[src/rtl/issue_selector.sv]
// Oldest-first issue selector for a reservation station.
// Picks the oldest ready row through an age matrix, holds it in a single
// issue slot until the functional unit accepts it, and schedules the
// wakeup of its destination column through a latency delay line.
module issue_selector #(
    parameter int NUM_ROWS = 8,
    parameter int NUM_COLS = 8,
    parameter int LAT_W    = 3
) (
    input  logic                          clk,
    input  logic                          rst,
    input  logic [NUM_ROWS-1:0]           ready_vector,
    input  logic                          alloc_en,
    input  logic [$clog2(NUM_ROWS)-1:0]   alloc_row_index,
    input  logic [$clog2(NUM_COLS)-1:0]   alloc_dest_col,
    input  logic [LAT_W-1:0]              alloc_latency,
    output logic                          issue_valid,
    input  logic                          issue_ready,
    output logic [$clog2(NUM_ROWS)-1:0]   issue_row_index,
    output logic                          free_en,
    output logic [$clog2(NUM_ROWS)-1:0]   free_row_index,
    output logic                          clear_en,
    output logic [NUM_COLS-1:0]           clear_lines
);

    localparam int RW    = $clog2(NUM_ROWS);
    localparam int CW    = $clog2(NUM_COLS);
    localparam int DEPTH = (1 << LAT_W) - 1;

    // Per-row entry state
    logic [NUM_ROWS-1:0] row_valid;
    logic [CW-1:0]       row_dest [NUM_ROWS];
    logic [LAT_W-1:0]    row_lat  [NUM_ROWS];

    // older[i][j] set means row j was allocated before row i
    logic [NUM_ROWS-1:0] older [NUM_ROWS];

    // Issue slot keeps its own copy of the payload so the row can be reused
    logic                slot_valid;
    logic [RW-1:0]       slot_row;
    logic [CW-1:0]       slot_dest;
    logic [LAT_W-1:0]    slot_lat;

    // Wakeup delay line; stage 0 is what clears this cycle
    logic [NUM_COLS-1:0] wake_q [DEPTH];
    logic [NUM_COLS-1:0] inject [DEPTH];

    logic [NUM_ROWS-1:0] slot_mask;
    logic [NUM_ROWS-1:0] cand;
    logic [RW-1:0]       sel_row;
    logic                any_cand;
    logic                load;
    logic                fire;
    logic [LAT_W-1:0]    lat_idx;
    logic [NUM_COLS-1:0] wake_bit;

    // Candidate set: ready, valid and not already sitting in the slot
    always_comb begin
        slot_mask = '0;
        if (slot_valid) begin
            slot_mask[slot_row] = 1'b1;
        end
        cand = ready_vector & row_valid & ~slot_mask;
    end

    // Oldest candidate is the one with no older candidate
    always_comb begin
        sel_row = '0;
        for (int i = 0; i < NUM_ROWS; i++) begin
            if (cand[i] && ((older[i] & cand) == '0)) begin
                sel_row = RW'(i);
            end
        end
    end

    assign any_cand        = |cand;
    assign load            = any_cand && !rst && (!slot_valid || issue_ready);
    assign issue_valid     = slot_valid && !rst;
    assign issue_row_index = slot_row;
    assign fire            = issue_valid && issue_ready;
    assign free_en         = load;
    assign free_row_index  = sel_row;

    // Latency 0 behaves as 1, so both land in stage 0
    assign lat_idx  = (slot_lat == '0) ? '0 : slot_lat - LAT_W'(1);
    assign wake_bit = NUM_COLS'(1) << slot_dest;

    // Wakeup injected into the stage matching the firing entry's latency
    always_comb begin
        for (int k = 0; k < DEPTH; k++) begin
            inject[k] = (fire && (lat_idx == LAT_W'(k))) ? wake_bit : '0;
        end
    end

    // Valid bits: a slot load clears after an alloc sets, so load wins
    always_ff @(posedge clk) begin
        if (rst) begin
            row_valid <= '0;
        end else begin
            if (alloc_en) begin
                row_valid[alloc_row_index] <= 1'b1;
            end
            if (load) begin
                row_valid[sel_row] <= 1'b0;
            end
        end
    end

    // Entry payload captured on alloc
    always_ff @(posedge clk) begin
        if (alloc_en) begin
            row_dest[alloc_row_index] <= alloc_dest_col;
            row_lat[alloc_row_index]  <= alloc_latency;
        end
    end

    // Age matrix: a new row is younger than every currently valid row
    always_ff @(posedge clk) begin
        if (rst) begin
            for (int i = 0; i < NUM_ROWS; i++) begin
                older[i] <= '0;
            end
        end else if (alloc_en) begin
            for (int i = 0; i < NUM_ROWS; i++) begin
                for (int j = 0; j < NUM_ROWS; j++) begin
                    if (RW'(i) == alloc_row_index) begin
                        older[i][j] <= row_valid[j] && (RW'(j) != alloc_row_index);
                    end else if (RW'(j) == alloc_row_index) begin
                        older[i][j] <= 1'b0;
                    end
                end
            end
        end
    end

    // Issue slot: load on empty or handshake, otherwise empty after a fire
    always_ff @(posedge clk) begin
        if (rst) begin
            slot_valid <= 1'b0;
            slot_row   <= '0;
            slot_dest  <= '0;
            slot_lat   <= '0;
        end else if (load) begin
            slot_valid <= 1'b1;
            slot_row   <= sel_row;
            slot_dest  <= row_dest[sel_row];
            slot_lat   <= row_lat[sel_row];
        end else if (fire) begin
            slot_valid <= 1'b0;
        end
    end

    // Delay line shifts toward stage 0 every cycle, merging new wakeups
    always_ff @(posedge clk) begin
        if (rst) begin
            for (int k = 0; k < DEPTH; k++) begin
                wake_q[k] <= '0;
            end
        end else begin
            for (int k = 0; k < DEPTH - 1; k++) begin
                wake_q[k] <= wake_q[k+1] | inject[k];
            end
            wake_q[DEPTH-1] <= inject[DEPTH-1];
        end
    end

    assign clear_lines = rst ? '0 : wake_q[0];
    assign clear_en    = |clear_lines;

`ifndef SYNTHESIS
    // Allocation must never land on a live row or the row leaving this cycle
    alloc_target_free: assert property (@(posedge clk) disable iff (rst)
        alloc_en |-> (!row_valid[alloc_row_index] &&
                      !(load && (sel_row == alloc_row_index))));
`endif

endmodule
[config.mk]
export PLATFORM = sky130hd
export DESIGN_NAME = issue_selector
export DESIGN_NICKNAME = d
export VERILOG_FILES = /design/src/rtl/issue_selector.sv
export SDC_FILE = /design/constraint.sdc
export NUM_CORES = 1
export LEC_CHECK = 0
export CORE_ASPECT_RATIO = 1.25
export CORE_MARGIN = 8
export CORE_UTILIZATION = 53
export CTS_CLUSTER_SIZE = 10
export DETAILED_ROUTE_END_ITERATION = 6
export DONT_BUFFER_PORTS = 1
export GPL_ROUTABILITY_DRIVEN = 0
export GPL_TIMING_DRIVEN = 0
export PLACE_DENSITY_LB_ADDON = 0.2
export SETUP_SLACK_MARGIN = 0.02
export SLEW_MARGIN = 10
export SYNTH_ARGS = -nofsm -noshare
export SYNTH_HDL_FRONTEND = slang
export SYNTH_SLANG_ARGS = --single-unit
[constraint.sdc]
create_clock -name clk -period 6 [get_ports clk]
set_clock_uncertainty 0.2 [all_clocks]
set_input_delay 0.3 -clock clk [delete_from_list [all_inputs] [get_ports clk]]
set_output_delay 0.3 -clock clk [all_outputs]
set_load 0.05 [all_outputs]
Yosys cells after proc, flatten, opt, wreduce, memory -nomap -nowiden --
Memory sizes are Yosys's and may differ from the RTL's. A register that Yosys moved wholly into a read port is not among the register bits. Cells that the tools add are included.
Cells by class: $add $sub $neg 1, magnitude comparators 6, equality and inequality tests 20, shift-type cells 1, multiplexer cells 416, bitwise logic cells 146, reduce and logical (&&, ||, !) cells 46
Operator list (number):
- 1-bit 2-to-1 mux | 387
- 8-bit 2-to-1 mux | 19
- 1-bit OR | 127
- 8-bit bitwise AND | 10
- 8-bit zero test | 7
- 8-bit OR | 7
- 1-bit logical AND | 29
- 3-bit 2-to-1 mux | 7
- 8-bit inverter | 2
- 8-bit OR reduction | 2
- 3-bit == test (first input constant) | 4
- 3-bit by 4-bit < comparator with 1-bit output (second input constant) | 3
- 3-bit inequality test (first input constant) | 4
- 1-bit demux with 3-bit select | 3
- 3-bit == test (second input constant) | 3
- 3-bit by 1-bit greater-or-equal comparator with 1-bit output (second input constant) | 3
- 3-bit zero test | 3
- 1-bit by 3-bit left shift with 8-bit output (first input constant) | 1
- 2-bit by 3-bit == test with 1-bit output (first input constant) | 2
- 3-bit by 2-bit == test with 1-bit output (second input constant) | 2
- 2-bit by 3-bit inequality test with 1-bit output (first input constant) | 2
- 1-bit by 3-bit == test with 1-bit output (first input constant) | 1
- 3-bit by 1-bit == test with 1-bit output (second input constant) | 1
- 1-bit by 3-bit inequality test with 1-bit output (first input constant) | 1
- other kinds (5) | 6
Word-level totals: bits in registers 12, bits in writable memories 168, bits of input ports 21, output and inout port bits 17, word-level logic and storage cells 643, memories 4
Memories:
- older | depth 8, width 8, rd ports 7, clocked after memory_dff 0, wr ports 8, line 36 | logic [NUM_ROWS-1:0] older [NUM_ROWS];
- wake_q | depth 7, width 8, rd ports 7, clocked after memory_dff 0, wr ports 7, line 45 | logic [NUM_COLS-1:0] wake_q [DEPTH];
- row_dest | depth 8, width 3, rd ports 1, clocked after memory_dff 1, wr ports 1, line 32 | logic [CW-1:0] row_dest [NUM_ROWS];
- row_lat | depth 8, width 3, rd ports 1, clocked after memory_dff 1, wr ports 1, line 33 | logic [LAT_W-1:0] row_lat [NUM_ROWS];

Depth between registers and ports, before layout --
depth in word-level cells 24, mapped depth 12

Least setup slack after synthesis --
No wires, ideal clock.
path type reg2reg, start register slot_row[1] (netlist: issue_row_index[1]), end register row_valid[2], library setup time 0.086 ns, arrival 3.030 ns, data required time 5.714 ns, setup slack 2.683 ns, cell stages (with the launch flop) 13, period minus slack after synthesis 3.317 ns, path through dfxtp_1 buf_6 and4b_1 clkbuf_1 nor3b_1 a2111oi_4 and4_1 o311ai_1 a21oi_4 buf_12 inv_2 nor2_2 a221oi_2
On the way: word-level cells in the longest chain between the ends 24, elaborated cells on any way between the ends 47
RTL lines:
- from (decl) | line 40 | logic [RW-1:0] slot_row;
- from (signal assigned) | line 145 | slot_row <= sel_row;
- 3-bit by 4-bit < comparator with 1-bit output (implied by the code) / 3-bit by 1-bit greater-or-equal comparator with 1-bit output (equally long branches) | line 61 | slot_mask[slot_row] = 1'b1;
- 1-bit logical AND (implied by the code) | line 61
- 1-bit 2-to-1 mux (implied by the code) | line 61
- 1-bit demux with 3-bit select (*) | line 61
- 8-bit 2-to-1 mux (*) | line 60 | if (slot_valid) begin
- 8-bit inverter (*) | line 63 | cand = ready_vector & row_valid & ~slot_mask;
- 8-bit bitwise AND (*) | line 63
- 8-bit bitwise AND | line 70 | if (cand[i] && ((older[i] & cand) == '0)) begin
- [... 9 more ...]
- named net free_row_index[0] | line 21 | output logic [$clog2(NUM_ROWS)-1:0] free_row_index,
- 3-bit by 4-bit < comparator with 1-bit output (implied by the code) / 3-bit by 1-bit greater-or-equal comparator with 1-bit output (equally long branches) | line 104 | row_valid[sel_row] <= 1'b0;
- 1-bit logical AND (implied by the code) | line 104
- 1-bit 2-to-1 mux (implied by the code) | line 104
- 1-bit demux with 3-bit select (*) | line 104
- 8-bit inverter (no source line) (*)
- 8-bit bitwise AND (no source line) (*)
- 8-bit 2-to-1 mux (*) | line 103 | if (load) begin
- to (signal assigned) | line 98 | row_valid <= '0;
- to (signal, indexed assignment) | line 101 | row_valid[alloc_row_index] <= 1'b1;
- to (signal, indexed assignment) | line 104
- to (decl) | line 31 | logic [NUM_ROWS-1:0] row_valid;
The timed path passes the listed nets; every way through them passes the cells marked *. A chain may end at the register's enable or synchronous reset.

Final worst setup path --
start register slot_row[1] (netlist: issue_row_index[1]), end output port free_row_index[0]
On the way: word-level cells in the longest chain between the ends 17, elaborated cells on any way between the ends 36
RTL lines (line):
- 3-bit by 4-bit < comparator with 1-bit output (implied by the code) / 3-bit by 1-bit greater-or-equal comparator with 1-bit output (equally long branches) | 61
- 1-bit logical AND (implied by the code) | 61
- 1-bit 2-to-1 mux (implied by the code) | 61
- 1-bit demux with 3-bit select (*) | 61
- 8-bit 2-to-1 mux (*) | 60
- 8-bit inverter (*) | 63
- 8-bit bitwise AND (*) | 63
- 8-bit bitwise AND | 70
- 8-bit zero test | 70
- 1-bit logical AND | 70
- 1-bit 2-to-1 mux | 70
- 3-bit 2-to-1 mux (5 in a row) | 70
- 3-bit 2-to-1 mux (*) | 70
- to (decl) | 21
Every way passes the cells marked *; elsewhere a longest branch is shown, timed or not.

==> metrics <==
run status complete, no violations; Core ar. 13630 um^2; combinational fraction of design power approximately 6.3%; # fillers about 1100; initial DRC count ~500; Final TNS setup 0 ps; Inserted Diodes 0; met2 WL 9439 um; min cycle time layout approximately 4500 ps; clock power share between 40% and 50%; DR top layer met4; Max Cap Violations 0; DRC 0; Mean Syn Cell Area 10.55 um^2; first-pass GRT wire length 29100 um; pre-CTS setup slack roughly 1900 ps; slowest stage delay, CP ~700 ps; CTS Buffer Depth 2; worst-path cell chain buf_6, and4b_1, clkbuf_1, or2_2, a2111oi_0, nand3_1, a31oi_2, a21oi_4, buf_12, inv_2; largest vdd supply drop approximately 190 uV; Ports 38; Setup violations, final 0; Reg clk slew, reported paths 70 ps; met3 WL between 1000 and 1500 um; Sw Share between 20% and 30%; CTS tree yes; Fin Hold WS about 120 ps; Routed Antenna Nets 0; Int Pwr roughly 2.1 mW; Startpoint Class register; Slew Viols, Final 0; total gr overflow 0; post-synthesis cell type count 49; starting density of the core 53.47%; Worst Hold Class input pin to register; CTS Root Cell clkbuf_16; Final Net Count around 740; async set or reset register ratio after synthesis 0%; Worst Setup Path Type register to output port; full die area between 15000 and 20000 um^2; number of synthesized flops with an enable pin roughly 100; Slowest-stage cell, CP dfxtp_1; CTS sink cnt 178; Slew HR 24.17%; sequential fraction of the synthesis area 63.17%; Pwr Total 2.757 mW; share of cells above drive strength 1 7.483%; DRT Wirelength approximately 18000 um; drt first pass iters 5; DR WL/cell 20.29 um; total CTS buffers 17; unrepaired setup endpoints after global routing no; Final Hold Vio Count 0; initial antenna violation count 0; Static Leak roughly 3.3 nW; worst-path fanout max 10; clk_lat worst skew 430 ps; PwrDens 332.9 nW/um^2; switching power 0.6321 mW; fin cells 910; PostCTS Resize Cnt 0; Setup Fix Bufs, Post-CTS 0; met1 WL 7055 um; Synth warnings 0; Buf/Inv on CP 4; via/cell ratio slightly below 6; FMAX about 220 MHz; Largest delay share family, worst path compound AO/OA/AOI/OAI gates; Critical Path End Type output port; Die Span X 120.9 um; WP data arrival roughly 4000 ps; Tcrit/Tclk final about three quarters; largest net degree at the start of global routing 17; placed insts just under 900; Synth Flop Type edfxtp_1; CTS H-tree depth 4; row count 48; FF+latch count, synth approximately 180; CP Data Required Time 5500 ps; Total GRT Usage 21.63%; PnR worst setup slack approximately 1500 ps; Reg power frac between 40% and 50%; Post-Synthesis Cell Area between 7000 and 8000 um^2; Worst Max-Slew Pin Slew between 1000 and 1500 ps; Gate Count Post-Synth roughly 700; port bufs 0; Die Ht 147.1 um; HPWL after detailed placement between 10000 and 15000 um; Area Overhead vs Synth 13.63%; number of global-route vias before repair around 5400; vias between 5000 and 6000
-- layer usage --
layer / vias up / track usage [%]
li1: 2476 / -
met1: 2578 / 24.20
met2: 229 / 37.80
met3: 38 / 5.453
met4: 0 / 9.455
met5: - / 0
-- cells in the final DEF, fill, tap and decap left out, types with 2 or more instances in the layout --
cell,n
a21o_1,3
o22ai_1,10
conb_1,5
nand3_1,27
clkbuf_8,3
nor4_1,3
inv_8,2
edfxtp_1,104
a21oi_1,53
inv_6,3
nor2b_1,13
a2bb2oi_1,6
a221oi_1,8
nand2b_1,5
nand2_1,82
dlygate4sd3_1,8
and3_1,8
nand4b_1,3
or4_1,2
nor2_1,108
buf_1,4
nor3b_1,6
buf_2,3
clkbuf_16,22
nand4_1,4
o21ai_0,18
or2_2,5
nor3_1,11
a2111oi_4,2
inv_1,48
buf_6,2
clkbuf_1,25
a2111oi_0,3
dfxtp_1,74
a22oi_1,13
mux2i_1,18
-- state kept, by name, indices dropped and copies added (netlist names) --
signal and count:
issue_row_index 3, older 56, row_dest 24, row_lat 24, row_valid 8, slot_dest 3, slot_lat 3, slot_valid 1
wake_q 56
-- stage by stage --
| stage | util (%) | instance area (um^2) |
|---|---|---|
| after global placement | 55.19 | 7523 |
| after CTS | 60.74 | 8280 |
| final | 60.76 | 8283 |
| after global routing | 60.76 | 8283 |
| after floorplan | - | 7305 |
| after detailed placement | 55.19 | 7523 |
-- cells by family after synthesis --
kind of cell,share of synthesized area [%]
other,0.05144
AND/OR/NAND/NOR,18.18
AO/OA/AOI/OAI,11.33
flip-flops,63.17
buffers and inverters,4.806
multiplexers,2.472
-- worst paths after layout --
check | start | endpoint | slack (ps) | depth (start not counted)
worst min-delay path | issue_ready | wake_q[0][39]$_SDFF_PP0_ | 120 | 4
worst max-delay path | issue_row_index[1]$_SDFFE_PP0P_ | free_row_index[0] | 1500 | 10
worst max register to register | issue_row_index[1]$_SDFFE_PP0P_ | row_valid[0]$_SDFF_PP0_ | 1780 | 12
worst min register to register | wake_q[0][15]$_SDFF_PP0_ | wake_q[0][7]$_SDFF_PP0_ | 240 | 2
-- cells in the mapped netlist, drive strengths merged, types with 2 or more instances --
cell | count | area [um^2]
nor2 | 109 | 411.7
edfxtp | 104 | 3123
nand2 | 82 | 307.8
dfxtp | 74 | 1481
a21oi | 54 | 281.5
inv | 49 | 183.9
nand3 | 27 | 135.1
clkbuf | 25 | 93.84
mux2i | 18 | 180.2
o21ai | 18 | 90.09
nor2b | 14 | 87.58
a22oi | 13 | 97.59
nor3 | 11 | 55.05
buf | 10 | 72.56
o22ai | 10 | 62.56
a221oi | 9 | 85.08
and3 | 9 | 57.56
a2111oi | 6 | 96.34
a2bb2oi | 6 | 52.55
nor3b | 6 | 45.04
nand2b | 5 | 31.28
or2 | 5 | 31.28
nand4 | 4 | 25.02
a21o | 3 | 22.52
nand4b | 3 | 26.28
nor4 | 3 | 18.77
and4bb | 2 | 25.02
or4 | 2 | 15.01
-- layout make-up --
type,count,area (um^2),area share [%]
clock inverter,7,85.08,1.027
clock buffer,25,591.8,7.145
timing repair buffer,8,80.08,0.9668
sequential,178,4604,55.59
buffer,35,166.4,2.009
inverter,49,183.9,2.221
tap,175,219.0,2.644
multi-input combinational,433,2352,28.40
-- timing repair --
item,in CTS,in global routing
setup endpoints to repair,0,0
endpoints found under the hold margin,49,0
hold buffers,8,0
-- power groups by stage --
stage	Clock (mW)	Sequential, mW	Combinational, mW
after floorplan	0	1.38	0.118
after global placement	0	1.39	0.159
after detailed placement	0	1.39	0.163
after CTS	1.23	1.36	0.172
after global routing	1.28	1.36	0.190
final	1.22	1.36	0.174
-- worst reg2reg max path, cell delays in order, from the launching register on --
cell and delay [ps]:
dfxtp_1 700, buf_6 230, and4b_1 200, clkbuf_1 190
or2_2 320, a2111oi_0 630, nand3_1 270, a31oi_2 380
a21oi_4 190, buf_12 240, inv_2 230, nor2_2 140
a211oi_1 230
Power figures use the tool's default switching activity.
